$ cat config.mk
export PLATFORM = sky130hd
export DESIGN_NAME = alu
export DESIGN_NICKNAME = d
export VERILOG_FILES = /design/src/rtl/alu.sv
export SDC_FILE = /design/constraint.sdc
export NUM_CORES = 1
export LEC_CHECK = 0
export CORE_UTILIZATION = 51
export CTS_CLUSTER_SIZE = 40
export DETAILED_ROUTE_END_ITERATION = 12
export PLACE_DENSITY = 0.88
export SETUP_SLACK_MARGIN = 0.4
export SLEW_MARGIN = 20
export SYNTH_ARGS = -nofsm -noshare
export SYNTH_HDL_FRONTEND = slang
export SYNTH_SLANG_ARGS = --single-unit
$ cat constraint.sdc
create_clock -name clk -period 1.61 [get_ports clk]
set_clock_uncertainty 0.2 [all_clocks]
set_input_delay 0.161 -clock clk [delete_from_list [all_inputs] [get_ports clk]]
set_output_delay 0.161 -clock clk [all_outputs]
set_load 0.02 [all_outputs]
$ cat src/rtl/alu.sv
// alu: 64-bit Y86 execute-stage unit (add, sub, and, xor) with overflow/zero/sign flags.
// Latency: exactly one cycle; select/p/q are sampled on every rising clk edge.
// Backpressure: none; a new operation is accepted every cycle and results are never stalled.
module alu #(
  parameter int WIDTH = 64
) (
  input  logic             clk,
  input  logic             rst_n,
  input  logic [2:0]       select,
  input  logic [WIDTH-1:0] p,
  input  logic [WIDTH-1:0] q,
  output logic [WIDTH-1:0] r,
  output logic             ofw,
  output logic             zf,
  output logic             sf
);

  localparam logic [2:0] OP_ADD = 3'd0;
  localparam logic [2:0] OP_SUB = 3'd1;
  localparam logic [2:0] OP_AND = 3'd2;
  localparam logic [2:0] OP_XOR = 3'd3;

  // Shared adder: subtraction is p + ~q + 1, so only operand B and carry-in change.
  logic             is_sub;
  logic [WIDTH-1:0] b_in;
  logic [WIDTH-1:0] carry;
  logic [WIDTH-1:0] sum;
  logic             add_ovf;

  // Operand-B conditioning for the shared adder.
  always_comb begin
    is_sub = (select == OP_SUB);
    b_in   = is_sub ? ~q : q;
  end

  assign carry[0] = is_sub;

  // Ripple carry chain of full adders; the final carry-out is never needed.
  for (genvar i = 0; i < WIDTH; i++) begin : g_fa
    assign sum[i] = p[i] ^ b_in[i] ^ carry[i];
    if (i < WIDTH - 1) begin : g_carry
      assign carry[i+1] = (p[i] & b_in[i]) | (carry[i] & (p[i] ^ b_in[i]));
    end
  end

  // Signed overflow: both adder inputs share a sign and the sum's sign differs.
  // With b_in = ~q for subtraction this is exactly "p and q differ in sign".
  assign add_ovf = (p[WIDTH-1] == b_in[WIDTH-1]) && (sum[WIDTH-1] != p[WIDTH-1]);

  logic [WIDTH-1:0] r_d, r_q;
  logic             ofw_d, ofw_q;
  logic             zf_d, zf_q;
  logic             sf_d, sf_q;

  // Next-state result and flags; reserved opcodes yield a clean zero result.
  always_comb begin
    r_d   = '0;
    ofw_d = 1'b0;
    case (select)
      OP_ADD, OP_SUB: begin
        r_d   = sum;
        ofw_d = add_ovf;
      end
      OP_AND:  r_d = p & q;
      OP_XOR:  r_d = p ^ q;
      default: r_d = '0;
    endcase
    zf_d = (r_d == '0);
    sf_d = r_d[WIDTH-1];
  end

  // Output registers; async reset drops any in-flight result.
  always_ff @(posedge clk or negedge rst_n) begin
    if (!rst_n) begin
      r_q   <= '0;
      ofw_q <= 1'b0;
      zf_q  <= 1'b0;
      sf_q  <= 1'b0;
    end else begin
      r_q   <= r_d;
      ofw_q <= ofw_d;
      zf_q  <= zf_d;
      sf_q  <= sf_d;
    end
  end

  assign r   = r_q;
  assign ofw = ofw_q;
  assign zf  = zf_q;
  assign sf  = sf_q;

endmodule

==> run_results.csv, run 1 <==
group,metric,value,unit
global_route,grt_pass1_wl,29900,µm
min_path,hold_path_startpoint,"select[1]",
pwr,pwr-share-clk,29.9,%
yosys,postSynthCellCount,522,
drt,detailroute.via_count,5295,
sta,setup_ws,-23220,ps
pwr,pwr-share-comb,44.5,%
placed_design,preCtsSetupSlack,-23890,ps
layout,antenna_diode_count,0,
pwr,power.switching_fraction,33.6,%
drt,wire_per_inst,22.0,µm
floorplanning,die_height,111,µm
pwr,netSwitchingPower,2.54,mW
clock_network,cts_tree,"done",
worst_setup_path,worst_ep_required_time,1650,ps
global_route,grt.total_usage,31.6,%
sta,timing_max_transition_violations_final,0,
yosys,yosys_warnings,0,
drt,post_drt_via_cell_ratio,5.78,
floorplanning,fp.dieW,111,µm
floorplanning,rows,39,
global_route,grt_overflow_total,0,
worst_setup_path,path_max_fanout,16,
run,maxCapViolCount,0,
layout,num-nets-final,1027,
drt,drt.antenna.violating_nets,0,
layout,finish.utilization,85.2,%
yosys,yosysTopAreaCell,"dfrtp_1",
sta,fmaxAchievable,40.3,MHz
worst_setup_path,crit_path_frequent_cell,"fa_2",
sta,setup_viol_count_final,64,
floorplanning,design.core.area,11500,µm²
pwr,sequential_fraction_of_design_power,25.7,%
drt,route.final.wire_length,20200,µm
yosys,synth.yosys.seq_area_share,27.3,%
layout,fillCellCount,590,
floorplanning,full_die_area,12300,µm²
yosys,synth_area,6050,µm²
sta,post_route_clock_period_utilization,1540,%
global_route,grt_antenna_before_repair,0,
worst_setup_path,critical_path.slowest_cell,"or4_4",
pwr,ir_worst_vdd,576,µV
worst_setup_path,critical_path_buffers_and_inverters,6,
floorplanning,i_o_pin_total,200,
pwr,internal_power,5.03,mW
worst_setup_path,cp.arrival,24870,ps
worst_setup_path,setup.worst_path.start,"select[2]",
clock_network,htree_levels,3,
yosys,synth_cell_types,26,
sta,hold_viol,0,
sta,rsz_0062_raised_after_global_routing,"yes",
worst_setup_path,critical_path.endpoint_type,"flop",
yosys,fraction_of_post_synthesis_cell_area_in_the_top_cell_type_by_area,27.3,%
sta,worst_max_slew_pin_slew,777,ps
sta,max_slew_margin,48.2,%
clock_network,cts.sinks,66,
worst_setup_path,cp-start-kind,"input port",
drt,drcViolationCount,0,
worst_setup_path,critPathTopFamily,"adder cells",
yosys,ys_seq_elements,66,
run_status,outcome,"finished with violations",
worst_setup_path,critPathMaxStageDelay,450,ps
sta,final_period_minus_worst_setup_slack,24830,ps
layout,area_delta_synth_final,61.4,%
layout,final_layout_size_suffix_gt1_share,41.4,%
placed_design,gpl.final_weighted_congestion,0.880,
clock_network,cts_inserted_buffers,9,
sta,setup_total_negative_slack,-780760,ps
pwr,power_leakage,4.33,nW
placed_design,place.detailed.hpwl,13400,µm
yosys,syn_area_per_cell,11.6,µm²
placed_design,port_buffers,199,
drt,detailedRoute.firstPassIterationCount,5,
global_route,grt_max_degree,89,
yosys,syn-num-nets,781,
clock_network,cts_root_buf,"clkbuf_16",
pwr,power_density_of_the_placed_cells,776,nW/µm²
clock_network,clkSlewWorstSetupHoldPaths,60,ps
run_status,violated_checks,"setup timing",
layout,layout_common_cells,"clkdlybuf4s50_1, buf_6, dfrtp_1",
global_route,first_global_vias,5745,
min_path,hold_class,"input port to flop",
floorplanning,start_util,52.8,%
clock_network,cts-root-to-sink-buffers,2,
yosys,synth_area_leaders,"dfrtp_1, fa_1, ha_1",
worst_setup_path,crit_type,"input port to flop",
drt,drt-initial-drc-count,276,
layout,mostFrequentLayoutCell,"clkdlybuf4s50_1",
pwr,p_total,7.58,mW
stage by stage:
stage,cells,cell area (µm²),hold WS (ps)
after global routing,916,9770,134
after CTS,904,9390,206
final,916,9770,125
after floorplan,522,6530,-335
after detailed placement,880,8860,13.4
after global placement,880,8860,6.17
cell families (layout without fill, tap and decap cells):
kind of cell | Yosys count | in the layout | synth area share [%]
multiplexers | 65 | 65 | 10.8
XOR/XNOR | 65 | 65 | 9.53
flip-flops | 66 | 66 | 27.3
adder cells (fa/ha/maj) | 126 | 126 | 33.7
AO/OA/AOI/OAI | 64 | 64 | 7.86
AND/OR/NAND/NOR | 92 | 92 | 7.07
buffers and inverters | 44 | 295 | 3.72
per-layer routing:
layer  vias up  GRT usage, %  wire (µm)
met5         -             0          0
met4         0          11.7        523
met3        45          6.78       1200
met2       233          54.4      10200
met1      2680          39.0       8300
li1       2337             -          -
layout make-up:
cell class / instances / area, µm² / share of cell area [%]
multi-input cells: 412 / 4730 / 48.4
repair buffers: 271 / 2840 / 29.0
flip-flops and latches: 66 / 1650 / 16.9
clock buffers: 12 / 267 / 2.73
well taps: 143 / 179 / 1.83
clock inverters: 4 / 72.6 / 0.743
inverters: 8 / 30.0 / 0.307
sequential cells by signal (all words and copies together) (netlist names):
| signal | cells |
|---|---|
| r | 64 |
| ofw | 1 |
| zf | 1 |
final timing paths:
check | end | slack (ps) | depth (start not counted)
min in group asynchronous | r[34] | 200 | 3
max in group asynchronous | r[63] | 700 | 3
max | zf | -23220 | 75
min | r[26] | 130 | 4
synthesized netlist by cell type (all sizes together):
master,count
ha,64
or4,2
dfrtp,66
clkbuf,11
xor2,59
buf,25
or3,1
nor4,15
xnor2,6
fa,62
a21oi,2
nor2b,5
mux2,2
nor3,1
a211oi,62
nor2,62
nor3b,2
inv,8
nand2,1
nand4,3
mux2i,63
power groups by stage:
stage / Sequential (mW) / Combinational [mW] / Clock, mW
after global placement: 1.93 / 2.88 / 0
final: 1.94 / 3.37 / 2.26
after detailed placement: 1.93 / 2.99 / 0
after floorplan: 2.16 / 1.42 / 0
after CTS: 1.94 / 3.14 / 2.29
after global routing: 1.96 / 3.64 / 2.34
repair_timing:
item,in CTS,in global routing
pin swaps,9,11
gates resized for setup,420,55
hold buffers,1,0
cloned,0,7
endpoints found under the hold margin,66,0
setup endpoints to repair,133,133
buffers inserted,7,5
Note: power is estimated with default switching activity, not from simulation.
==> run 2: changes to the inputs <==
--- a/config.mk
+++ b/config.mk
@@ -8,6 +8,7 @@
 export CORE_UTILIZATION = 51
 export CTS_CLUSTER_SIZE = 40
 export DETAILED_ROUTE_END_ITERATION = 12
+export GPL_TIMING_DRIVEN = 0
 export PLACE_DENSITY = 0.88
 export SETUP_SLACK_MARGIN = 0.4
 export SLEW_MARGIN = 20
==> run 2 against run 1 <==
  * The flow finishes with violations (hold timing, setup timing)
  * Worst hold slack got worse by 280 ps
  * Core utilization shrank 1.6 points
  * Via count up 1.2%
  * Sequential share of layout area up 0.32 points
  * Global-route usage grew 2.1 points
  * Fmax shrank 2.9%
  * Count of clock-buffer cells in the layout did not move
  * Critical path type unchanged
==> run_results.csv, run 2 (same netlist as run 1, synthesis figures left out) <==
group,metric,value,unit
clock_network,cts_tree,"done",
global_route,grt_antenna_before_repair,0,
worst_setup_path,critPathMaxStageDelay,560,ps
sta,fmaxAchievable,39.1,MHz
pwr,pwr-share-clk,27.8,%
worst_setup_path,crit_path_frequent_cell,"fa_2",
sta,final_period_minus_worst_setup_slack,25560,ps
worst_setup_path,critical_path_buffers_and_inverters,9,
worst_setup_path,path_max_fanout,4,
worst_setup_path,critical_path.endpoint_type,"flop",
run,maxCapViolCount,0,
layout,num-nets-final,1017,
layout,layout_common_cells,"clkdlybuf4s50_1, buf_6, dfrtp_1",
global_route,grt_pass1_wl,31400,µm
pwr,ir_worst_vdd,593,µV
clock_network,ctsHoldBuffers,1,
floorplanning,fp.dieW,111,µm
pwr,power_density_of_the_placed_cells,758,nW/µm²
clock_network,cts_root_buf,"clkbuf_16",
clock_network,htree_levels,3,
layout,antenna_diode_count,0,
global_route,grt_overflow_total,0,
sta,setup_ws,-23950,ps
clock_network,cts.sinks,66,
drt,detailroute.via_count,5357,
floorplanning,rows,39,
global_route,first_global_vias,5938,
drt,route.final.wire_length,20700,µm
clock_network,cts_inserted_buffers,9,
layout,final_layout_size_suffix_gt1_share,39.7,%
run_status,outcome,"finished with violations",
drt,drt-initial-drc-count,264,
sta,setup_viol_count_final,65,
floorplanning,die_height,111,µm
floorplanning,i_o_pin_total,200,
drt,drt.antenna.violating_nets,0,
layout,fillCellCount,631,
worst_setup_path,cp.arrival,25610,ps
global_route,grt_max_degree,35,
floorplanning,full_die_area,12300,µm²
pwr,power.switching_fraction,35.1,%
clock_network,clkSlewWorstSetupHoldPaths,60,ps
worst_setup_path,crit_type,"input port to flop",
drt,post_drt_via_cell_ratio,5.91,
worst_setup_path,worst_ep_required_time,1660,ps
drt,drcViolationCount,0,
layout,area_delta_synth_final,58.3,%
layout,flip_flop_count_of_the_largest_register_after_layout,64,
worst_setup_path,cp-start-kind,"input port",
global_route,grt.total_usage,33.7,%
sta,timing_max_transition_violations_final,0,
layout,mostFrequentLayoutCell,"clkdlybuf4s50_1",
sta,rsz_0062_raised_after_global_routing,"yes",
run_status,violated_checks,"hold timing, setup timing",
placed_design,port_buffers,199,
sta,post_route_clock_period_utilization,1590,%
worst_setup_path,critical_path.slowest_cell,"or4_4",
pwr,sequential_fraction_of_design_power,26.7,%
pwr,pwr-share-comb,45.5,%
clock_network,cts-root-to-sink-buffers,2,
layout,finish.utilization,83.5,%
sta,final.hold.worst_slack,-156,ps
floorplanning,start_util,52.8,%
worst_setup_path,critPathTopFamily,"adder cells",
drt,detailedRoute.firstPassIterationCount,4,
sta,setup_total_negative_slack,-813950,ps
drt,wire_per_inst,22.8,µm
placed_design,preCtsSetupSlack,-25160,ps
placed_design,gpl.final_weighted_congestion,0.859,
sta,max_slew_margin,35.6,%
placed_design,place.detailed.hpwl,15100,µm
pwr,internal_power,4.71,mW
sta,hold_viol,2,
pwr,power_leakage,4.21,nW
pwr,netSwitchingPower,2.55,mW
sta,worst_max_slew_pin_slew,966,ps
floorplanning,design.core.area,11500,µm²
min_path,hold_class,"input port to flop",
==> run 2: final cells by class <==
cell class	count	area [µm²]	share of cell area, %
inverter	8	30.0	0.313
clock inverter	4	51.3	0.535
tap	143	179	1.87
multi-input combinational	412	4790	50.0
timing repair buffer	225	2310	24.1
sequential	66	1650	17.2
clock buffer	12	246	2.57
buffer	36	318	3.32
==> run 2: power by group through the flow <==
stage / Sequential [mW] / Combinational [mW] / Clock (mW)
CTS: 1.94 / 3.15 / 2.02
detailed placement: 1.93 / 2.95 / 0
floorplan: 2.16 / 1.42 / 0
global placement: 1.93 / 2.84 / 0
finish: 1.94 / 3.30 / 2.02
global route: 1.95 / 3.55 / 2.08
==> run 2: final timing paths <==
path | from | endpoint | slack (ps) | cells after the start
worst max-delay path | select[0] | zf | -23950 | 79
worst min-delay path | select[2] | r[27] | -160 | 2
max in group asynchronous | rst_n | r[3] | 550 | 3
min in group asynchronous | rst_n | r[38] | 110 | 2
==> run 2: what timing repair did <==
item,4_1_cts,5_1_grt
setup buffers,14,9
endpoints found under the hold margin,68,2
pin swaps,11,13
gates resized for setup,455,39
gates cloned,0,1
endpoints found under the setup margin,133,129
==> run 2: metrics by stage <==
| step | power [mW] | area, µm² | instances |
|---|---|---|---|
| after global placement | 4.76 | 8700 | 864 |
| after global routing | 7.59 | 9580 | 906 |
| after floorplan | 3.58 | 6530 | 522 |
| after CTS | 7.10 | 9370 | 896 |
| final | 7.26 | 9580 | 906 |
| after detailed placement | 4.88 | 8720 | 865 |
==> run 2: routing by layer <==
layer	share of wire, %	track usage (%)	vias to the layer above
li1	-	-	2313
met1	38	38.5	2686
met2	50	58.6	299
met3	8.3	8.64	59
met4	3.7	16.1	0
met5	0	0	-
==> run 3: changes to the inputs <==
--- a/config.mk
+++ b/config.mk
@@ -6,9 +6,9 @@
 export NUM_CORES = 1
 export LEC_CHECK = 0
 export CORE_UTILIZATION = 51
+export CTS_CLUSTER_DIAMETER = 80
 export CTS_CLUSTER_SIZE = 40
 export DETAILED_ROUTE_END_ITERATION = 12
-export GPL_TIMING_DRIVEN = 0
 export PLACE_DENSITY = 0.88
 export SETUP_SLACK_MARGIN = 0.4
 export SLEW_MARGIN = 20
==> constraint.sdc (replaced) <==
create_clock -name clk -period 1.61 [get_ports clk]
set_clock_uncertainty 0.2 [all_clocks]
set_input_delay 0.161 -clock clk [delete_from_list [all_inputs] [get_ports clk]]
set_output_delay 0.161 -clock clk [all_outputs]
set_load 0.05 [all_outputs]
==> run 3 against run 2 <==
  * The flow finishes with violations (setup timing)
  * Via count up 1.8%
  * Non-clock buffer count up 11
  * Count of clock-buffer cells in the layout up 3
  * Final cell count up 1.2%
  * Worst setup slack better by 550 ps
  * Worst hold slack better by 220 ps
  * Fmax up 2.2%
  * Power up 11%
  * Clock power up 5%
  * Global-route usage up 0.73 points
  * Highest routed layer is now met5
==> run_results.csv, run 3 (same netlist as run 1, synthesis figures left out) <==
group,metric,value,unit
global_route,grt_max_degree,66,
global_route,groute.layer.met1.usage,42.7,%
global_route,grt_antenna_before_repair,1,
floorplanning,design.core.area,11500,µm²
placed_design,place.detailed.hpwl,14200,µm
layout,antenna_diode_count,0,
worst_setup_path,critical_path.slowest_cell,"or4_4",
pwr,ir_worst_vdd,629,µV
global_route,first_global_vias,5839,
sta,setup_total_negative_slack,-791040,ps
min_path,hold_path_startpoint,"select[1]",
sta,setup_ws,-23400,ps
clock_network,cts_tree,"done",
pwr,p_total,8.07,mW
sta,hold_viol,0,
global_route,globalRoute.busiestLayer,"met2",
floorplanning,die_height,111,µm
worst_setup_path,crit_path_frequent_cell,"fa_2",
clock_network,cts.sinks,66,
layout,layout_common_cells,"clkdlybuf4s50_1, ha_1, buf_6, dfrtp_1, mux2i_1",
global_route,grtUsageMet2,59.1,%
min_path,hold_class,"input port to flop",
sta,rsz_0062_raised_after_global_routing,"yes",
floorplanning,rows,39,
layout,register_area,1650,µm²
layout,final_layout_size_suffix_gt1_share,42.0,%
run,maxCapViolCount,0,
clock_network,cts-root-to-sink-buffers,2,
sta,post_route_clock_period_utilization,1550,%
min_path,min_path_cells,4,
worst_setup_path,critPathTopFamily,"adder cells",
drt,drt.antenna.violating_nets,0,
worst_setup_path,critical_path.endpoint_type,"flop",
clock_network,cts_inserted_buffers,9,
layout,fin_area,9920,µm²
layout,num-nets-final,1028,
clock_network,cts_root_buf,"clkbuf_16",
pwr,power_density_of_the_placed_cells,814,nW/µm²
layout,multiInputGateArea,4760,µm²
sta,setup_viol_count_final,65,
layout,mostFrequentLayoutCell,"clkdlybuf4s50_1",
sta,final.hold.worst_slack,65.8,ps
worst_setup_path,critical_path_buffers_and_inverters,5,
layout,area_delta_synth_final,63.9,%
sta,timing_max_transition_violations_final,0,
placed_design,port_buffers,199,
worst_setup_path,crit_type,"input port to flop",
drt,wire_per_inst,24.1,µm
drt,detailedRoute.firstPassIterationCount,5,
global_route,grt_overflow_total,0,
clock_network,htree_levels,3,
pwr,power_leakage,4.41,nW
global_route,grt.total_usage,34.4,%
placed_design,place_area,8800,µm²
drt,route.final.wire_length,22100,µm
run_status,violated_checks,"setup timing",
layout,fillCellCount,524,
sta,final_period_minus_worst_setup_slack,25010,ps
worst_setup_path,cp_num_cells,75,
drt,post_drt_via_cell_ratio,5.94,
placed_design,preCtsSetupSlack,-23960,ps
layout,flip_flop_count_of_the_largest_register_after_layout,64,
worst_setup_path,path_max_fanout,4,
sta,fmaxAchievable,40.0,MHz
global_route,grt_pass1_wl,32300,µm
floorplanning,i_o_pin_total,200,
drt,drcViolationCount,0,
floorplanning,start_util,52.8,%
worst_setup_path,critPathMaxStageDelay,490,ps
placed_design,gpl.final_weighted_congestion,0.913,
worst_setup_path,worst_ep_required_time,1650,ps
global_route,gr-usage-met3,7.76,%
sta,worst_max_slew_pin_slew,752,ps
run_status,outcome,"finished with violations",
worst_setup_path,cp.arrival,25050,ps
sta,max_slew_margin,49.8,%
worst_setup_path,cp-start-kind,"input port",
floorplanning,fp.dieW,111,µm
clock_network,clkSlewWorstSetupHoldPaths,60,ps
floorplanning,full_die_area,12300,µm²
drt,drt-initial-drc-count,334,
drt,detailroute.via_count,5451,
min_path,min_delay_worst_endpoint,"r[20]",
## run 3: metrics by stage
step,util (%),instances
2_1_floorplan,-,522
5_1_grt,86.5,917
6_report,86.5,917
3_3_place_gp,76.7,879
3_5_place_dp,76.7,879
4_1_cts,84.3,904
## run 3: layout make-up
cell class / count / area share [%]
clock buffers: 15 / 2.90
clock inverters: 1 / 0.303
repair buffers: 272 / 30.0
well taps: 143 / 1.80
multi-input cells: 412 / 48.0
flip-flops and latches: 66 / 16.7
inverters: 8 / 0.303
## run 3: how the worst max path moves through the flow
stage,endpoint,startpoint,slack [ps]
finish,zf,select[1],-23400
global route,zf,select[0],-23980
CTS,zf,select[0],-23420
detailed placement,zf,q[0],-23960
global placement,zf,q[0],-23530
floorplan,zf,select[0],-23110
## run 3: worst min-delay path: cells and delay by family
family          cells  cell delay [ps]
buf+inv             3              320
compound gates      1               70
## run 3: power breakdown
group / leakage, nW / total, mW / switching [mW] / internal (mW)
logic: 3.41 / 3.99 / 2.19 / 1.80
registers: 0.848 / 1.95 / 0.108 / 1.85
clock network: 0.156 / 2.13 / 0.755 / 1.37
## run 3: timing repair
action                     CTS  global route
gates resized for setup    105            34
hold buffers                 1             0
setup endpoints to repair  133           133
pin swaps                   22            16
gates cloned                 4             3
buffers inserted             4            10
hold endpoints to repair    66             0
## run 3: per-layer routing
layer	share of wire [%]	up-vias
li1	-	2339
met1	39	2746
met2	50	300
met3	7.7	64
met4	3.2	2
met5	0.050	-
